$ cat src/rtl/enemy_pkg.sv
// rtl/enemy_pkg.sv - shared types and constants for the enemy wave sequencer
package enemy_pkg;

    typedef enum logic [2:0] {
        IDLE,
        SPAWN,
        PLAY,
        WAVE_GAP,
        WON
    } state_t;

    localparam int FIXED_POINT_MULTIPLIER = 64;
    localparam int SPEED_W                = 11;

endpackage

$ cat src/rtl/frame_down_counter.sv
// rtl/frame_down_counter.sv - loadable down-counter that steps on frame ticks
module frame_down_counter #(
    parameter int WIDTH = 8
) (
    input  logic             clk,
    input  logic             resetN,
    input  logic             tick,
    input  logic             load,
    input  logic [WIDTH-1:0] load_value,
    output logic             zero
);

    logic [WIDTH-1:0] count;

    // Load wins over a coincident tick; the count parks at zero.
    always_ff @(posedge clk or negedge resetN) begin
        if (!resetN) begin
            count <= '0;
        end else if (load) begin
            count <= load_value;
        end else if (tick && (count != '0)) begin
            count <= count - 1'b1;
        end
    end

    assign zero = (count == '0);

endmodule

$ cat src/rtl/enemy_wave_controller.sv
// rtl/enemy_wave_controller.sv - spawns enemies, tracks live ones, steps waves and speed
module enemy_wave_controller
    import enemy_pkg::*;
#(
    parameter int NUM_ENEMIES      = 4,
    parameter int BASE_SPEED       = FIXED_POINT_MULTIPLIER,
    parameter int SPEED_STEP       = 16,
    parameter int MAX_SPEED        = 256,
    parameter int SPAWN_GAP_FRAMES = 30,
    parameter int WAVE_GAP_FRAMES  = 120,
    parameter int MAX_WAVE         = 7
) (
    input  logic                   clk,
    input  logic                   resetN,
    input  logic                   startOfFrame,
    input  logic                   startGame,
    input  logic                   pause,
    input  logic                   playerDead,
    input  logic [NUM_ENEMIES-1:0] enemyHit,
    output logic [NUM_ENEMIES-1:0] restartLoc,
    output logic [NUM_ENEMIES-1:0] enemyActive,
    output logic [SPEED_W-1:0]     enemySpeed,
    output logic [2:0]             waveNum,
    output logic                   waveCleared,
    output logic                   gameWon
);

    localparam int GAP_MAX = (SPAWN_GAP_FRAMES > WAVE_GAP_FRAMES) ? SPAWN_GAP_FRAMES : WAVE_GAP_FRAMES;
    localparam int CNT_W   = $clog2(GAP_MAX + 1);
    localparam int IDX_W   = (NUM_ENEMIES > 1) ? $clog2(NUM_ENEMIES) : 1;

    localparam logic [CNT_W-1:0]   SPAWN_RELOAD = CNT_W'(SPAWN_GAP_FRAMES - 1);
    localparam logic [CNT_W-1:0]   WAVE_RELOAD  = CNT_W'(WAVE_GAP_FRAMES - 1);
    localparam logic [IDX_W-1:0]   LAST_IDX     = IDX_W'(NUM_ENEMIES - 1);
    localparam logic [SPEED_W-1:0] BASE_SPD     = SPEED_W'(BASE_SPEED);

    state_t                   state;
    logic [IDX_W-1:0]         spawn_idx;
    logic                     tick;
    logic                     cnt_load;
    logic [CNT_W-1:0]         cnt_value;
    logic                     cnt_zero;
    logic [NUM_ENEMIES-1:0]   spawn_mask;
    logic [NUM_ENEMIES-1:0]   active_hit;
    logic [SPEED_W:0]         speed_sum;
    logic [SPEED_W-1:0]       speed_next;

    assign tick       = startOfFrame && !pause;
    assign spawn_mask = NUM_ENEMIES'(1) << spawn_idx;
    assign active_hit = enemyActive & ~enemyHit;
    assign speed_sum  = {1'b0, enemySpeed} + (SPEED_W + 1)'(SPEED_STEP);
    assign speed_next = (speed_sum > (SPEED_W + 1)'(MAX_SPEED)) ? SPEED_W'(MAX_SPEED)
                                                                : speed_sum[SPEED_W-1:0];

    // One counter times both the spawn spacing and the gap between waves.
    always_comb begin
        cnt_load  = 1'b0;
        cnt_value = '0;
        case (state)
            IDLE, WON: cnt_load = startGame;
            SPAWN: begin
                if (tick && cnt_zero) begin
                    cnt_load  = 1'b1;
                    cnt_value = SPAWN_RELOAD;
                end
            end
            PLAY: begin
                if (enemyActive == '0) begin
                    cnt_load  = 1'b1;
                    cnt_value = WAVE_RELOAD;
                end
            end
            WAVE_GAP: cnt_load = cnt_zero;
            default: cnt_load = 1'b0;
        endcase
    end

    frame_down_counter #(.WIDTH(CNT_W)) u_gap_counter (
        .clk       (clk),
        .resetN    (resetN),
        .tick      (tick),
        .load      (cnt_load),
        .load_value(cnt_value),
        .zero      (cnt_zero)
    );

    always_ff @(posedge clk or negedge resetN) begin
        if (!resetN) begin
            state       <= IDLE;
            spawn_idx   <= '0;
            restartLoc  <= '0;
            enemyActive <= '0;
            enemySpeed  <= BASE_SPD;
            waveNum     <= '0;
            waveCleared <= 1'b0;
            gameWon     <= 1'b0;
        end else begin
            restartLoc  <= '0;
            waveCleared <= 1'b0;
            case (state)
                IDLE, WON: begin
                    enemyActive <= '0;
                    if (startGame && !playerDead) begin
                        state      <= SPAWN;
                        spawn_idx  <= '0;
                        waveNum    <= '0;
                        enemySpeed <= BASE_SPD;
                        gameWon    <= 1'b0;
                    end
                end
                SPAWN, PLAY, WAVE_GAP: begin
                    if (playerDead) begin
                        state       <= IDLE;
                        enemyActive <= '0;
                    end else if (state == SPAWN) begin
                        if (tick && cnt_zero) begin
                            restartLoc  <= spawn_mask;
                            enemyActive <= active_hit | spawn_mask;
                            if (spawn_idx == LAST_IDX) begin
                                state     <= PLAY;
                                spawn_idx <= '0;
                            end else begin
                                spawn_idx <= spawn_idx + IDX_W'(1);
                            end
                        end else begin
                            enemyActive <= active_hit;
                        end
                    end else if (state == PLAY) begin
                        enemyActive <= active_hit;
                        if (enemyActive == '0) begin
                            waveCleared <= 1'b1;
                            if (waveNum == 3'(MAX_WAVE)) begin
                                state   <= WON;
                                gameWon <= 1'b1;
                            end else begin
                                state <= WAVE_GAP;
                            end
                        end
                    end else begin
                        enemyActive <= active_hit;
                        if (cnt_zero) begin
                            state      <= SPAWN;
                            spawn_idx  <= '0;
                            waveNum    <= waveNum + 3'd1;
                            enemySpeed <= speed_next;
                        end
                    end
                end
                default: state <= IDLE;
            endcase
        end
    end

endmodule

$ cat config.mk
export PLATFORM = sky130hd
export DESIGN_NAME = enemy_wave_controller
export DESIGN_NICKNAME = d
export VERILOG_FILES = /design/src/rtl/enemy_pkg.sv /design/src/rtl/frame_down_counter.sv /design/src/rtl/enemy_wave_controller.sv
export SDC_FILE = /design/constraint.sdc
export NUM_CORES = 1
export LEC_CHECK = 0
export CAP_MARGIN = 40
export CORE_MARGIN = 2
export CORE_UTILIZATION = 40
export CTS_CLUSTER_DIAMETER = 120
export DETAILED_ROUTE_END_ITERATION = 6
export PLACE_DENSITY = 0.68
export SYNTH_ARGS = -nofsm -noshare
export SYNTH_HDL_FRONTEND = slang
export SYNTH_SLANG_ARGS = --single-unit
$ cat constraint.sdc
create_clock -name clk -period 1.9 [get_ports clk]
set_input_delay 0.19 -clock clk [delete_from_list [all_inputs] [get_ports clk]]
set_output_delay 0.19 -clock clk [all_outputs]
set_load 0.01 [all_outputs]
==> qor.csv <==
stage;metric;value;unit
synth;largest family of logic cells by synthesized area;simple AND/OR/NAND/NOR gates;
critical_path;Worst Path Arrival;1.99;ns
critical_path;largest fanout on the critical path;9;
floorplan;Die H;69.89;um
synth;Seq/Total Area, Yosys;0.4618;
floorplan;cell row count;23;
synth;ranking of synthesized cells by area;dfrtp_1, ha_1, o21ai_0;
critical_path;R2R Setup Slk;0.13;ns
floorplan;Die ar.;4885;um2
cts;CTS sink count;32;
cts;CTS tree;built;
cts;number of hold-repair buffers added at the cts stage;0;
route;antenna-violating nets left;0;
pwr;PD cells;974.8;nW/um2
floorplan;core box area;4086;um2
run;MaxCap Viol Count;0;
placed_design;routability cong.;0.8321;
cells_and_area;Filler Cell Count;393;
synth;synthesized-area fraction occupied by adder cells;0.05764;
cts;CTS Buffer Depth;2;
timing;Final setup viols;0;
cells_and_area;n_diodes;0;
synth;portion of netlist area occupied by mux cells;0.01297;
synth;FFs w/ async S/R, synth;1.000;
global_routing;grt total ovfl;0;
critical_path;Worst Setup End Kind;register;
cts;clock latency on the worst-skew pair;0.28;ns
cts;TritonCTS buffer count;5;
pwr;switching share of power;0.3382;
cts;Reg clk slew, reported paths;0.06;ns
route;vias per inst;5.268;
critical_path;FF-to-FF Start;u_gap_counter.count[5]$_DFFE_PN0P_;
route;DRT Pass-1 Iters;4;
synth;Synth Flop Type;dfrtp_1;
status;status;complete, no violations;
synth;Synth Instances;175;
route;Avg WL per Cell;14.45;um
timing;final hold vios;0;
timing;crit share post-route;0.9304;
timing;Slew Limit Fails;0;
timing;Min Hold Slack;0.3163;ns
critical_path;Critical Path RT;2.12;ns
placed_design;port bufs;29;
timing;fin crit period;1.768;ns
placed_design;HPWL after DPL;2827;um
synth;Synth Register Bits;32;
synth;top-area cell type share of the netlist area;0.4467;
placed_design;Placed Cells;261;
cells_and_area;fin area;2257;um2
cts;Max H-tree Level;2;
synth;count leader, synth;dfrtp_1;
critical_path;reg2reg path depth;5;
floorplan;Initial Utilization;0.4250;
synth;synth unique cells;48;
global_routing;initial antenna violation count;0;
pwr;clock share of power;0.251;
synth;Netlist Area Pre-Place;1737;um2
global_routing;vias in the first global route;1367;
synth;Post-Synth XOR/XNOR Area;0.01009;
cells_and_area;proportion of layout cells with a drive suffix above 1;0.1507;
pwr;Logic pwr share;0.346;
cells_and_area;area growth from synthesis to layout;29.97;%
min_path;Hold WC Path Type;input port to asynchronous set/reset pin;
cells_and_area;Non-Filler Instances;269;
synth;area share of and/or/nand/nor cells after synthesis;0.2406;
timing;Clock Skew;0.005705;ns
timing;Achievable Freq;0.5657;GHz
cts;Root Driver;clkbuf_8;
synth;top post-synthesis cells by count;dfrtp_1, o21ai_0, nor2_1;
global_routing;Total GRT Usage;0.1694;
floorplan;# IOs;34;
route;total vias in the final route;1417;
critical_path;crit path from;u_gap_counter.count[5]$_DFFE_PN0P_;
critical_path;Crit Reg-Reg Endpoint;enemySpeed[7]$_DFFE_PN0P_;
global_routing;largest net degree at the start of global routing;33;
synth;Post-synth EDFFs;0;
synth;mean area per synthesized cell;9.924;um2
synth;Syn. warnings;0;
cells_and_area;final net count;237;
pwr;Seq pwr share;0.404;
global_routing;first-pass GRT wire length;6658;um
cells_and_area;final core occ;0.5524;
synth;Synth Area in Compound Gates;0.1751;
route;DR iter-0 viols;61;
synth;Synth area leader;dfrtp_1;
critical_path;CP Launch Type;register;
placed_design;DP Area;2130;um2
route;Residual DRC;0;
route;WL final;3888;um
pwr;Internal;1.456;mW
pwr;P_sw;0.7442;mW
critical_path;CP Class;register to register;
floorplan;Die X;69.89;um
pwr;leakage;1.021;nW
pwr;Tot Pwr;2.200;mW
pwr;VDD IR max;501.2;uV
power by group through the flow:
| stage | Sequential (mW) | Combinational (mW) | Clock, mW |
|---|---|---|---|
| 2_1_floorplan | 0.872 | 0.493 | 0 |
| 3_3_place_gp | 0.892 | 0.711 | 0 |
| 3_5_place_dp | 0.895 | 0.719 | 0 |
| 4_1_cts | 0.884 | 0.725 | 0.573 |
| 5_1_grt | 0.902 | 0.852 | 0.603 |
| 6_report | 0.888 | 0.760 | 0.552 |
how the worst max path moves through the flow:
stage | endpoint | cells past startpoint | slack (ns)
finish | enemySpeed[7]$_DFFE_PN0P_ | 5 | 0.13
global route | enemySpeed[4]$_DFFE_PN0P_ | 5 | -0.009
CTS | enemyActive[1]$_DFFE_PN0N_ | 6 | 0.08
detailed placement | enemyActive[0]$_DFFE_PN0N_ | 6 | 0.02
global placement | enemyActive[3]$_DFFE_PN0N_ | 6 | 0.08
floorplan | u_gap_counter.count[3]$_DFFE_PN0P_ | 4 | 0.22
through the flow:
| step | setup TNS, ns | worst slack, ns |
|---|---|---|
| floorplan | 0 | 0.2172 |
| global placement | 0 | 0.07554 |
| detailed placement | 0 | 0.02037 |
| CTS | 0 | 0.08315 |
| global route | -0.009284 | -0.009284 |
| finish | 0 | 0.1322 |
state kept, by name, indices dropped and copies added (netlist names):
signal	count
enemySpeed	7
u_gap_counter.count	7
enemyActive	4
restartLoc	4
state	3
waveNum	3
spawn_idx	2
gameWon	1
waveCleared	1
logic make-up (layout without fill, tap and decap cells):
group                      count (synthesis)  count (layout)
other                                      1               4
muxes                                      2               2
buffers and inverters                     12              53
AOI/OAI and AO/OA                         48              48
adders and majority gates                  8               8
xor gates and xnor gates                   2               2
DFF                                       32              32
and+or+nand+nor                           70              70
cell usage in the layout, fill, tap and decap left out, drive strengths merged, types with 3 or more instances in the layout:
cell type and n:
buf 11, and2 8, inv 6, o31ai 3, dfrtp 31, nor3 7, clkbuf 7, a22o 4
nand3 5, nand2b 7, conb 4, nor2 14, nor2b 4, ha 8, a21oi 9, o21ai 20
nand2 11, clkdlybuf4s50 29
area by class of cell:
cell class              instances  area, um2  share of cell area
multi-input cells             134      899.6              0.3986
flip-flops and latches         32      803.3              0.3559
repair buffers                 40      372.9              0.1652
clock buffers                   7      96.34             0.04268
well taps                      50      62.56             0.02772
inverters                       6      22.52            0.009978
what timing repair did:
| action | in CTS | in global routing |
|---|---|---|
| endpoints found under the hold margin | 0 | 0 |
| endpoints found under the setup margin | 0 | 11 |
| resized for setup | 0 | 6 |
| buffers inserted | 0 | 1 |
routing by layer:
layer / vias to the layer above / track usage / routed length, um
met4: 0 / 0.05128 / 51
met2: 32 / 0.2444 / 1712
li1: 714 / - / -
met1: 665 / 0.2516 / 1978
met3: 6 / 0.03896 / 146
met5: - / 0 / 0
worst max-delay path, cell delays in order, from the launching register on:
cell     delay, ns
dfrtp_1       0.43
nor4_4        0.34
buf_4         0.18
nand4_4       0.15
o41ai_1       0.41
mux2_2        0.21
Power figures use the tool's default switching activity.
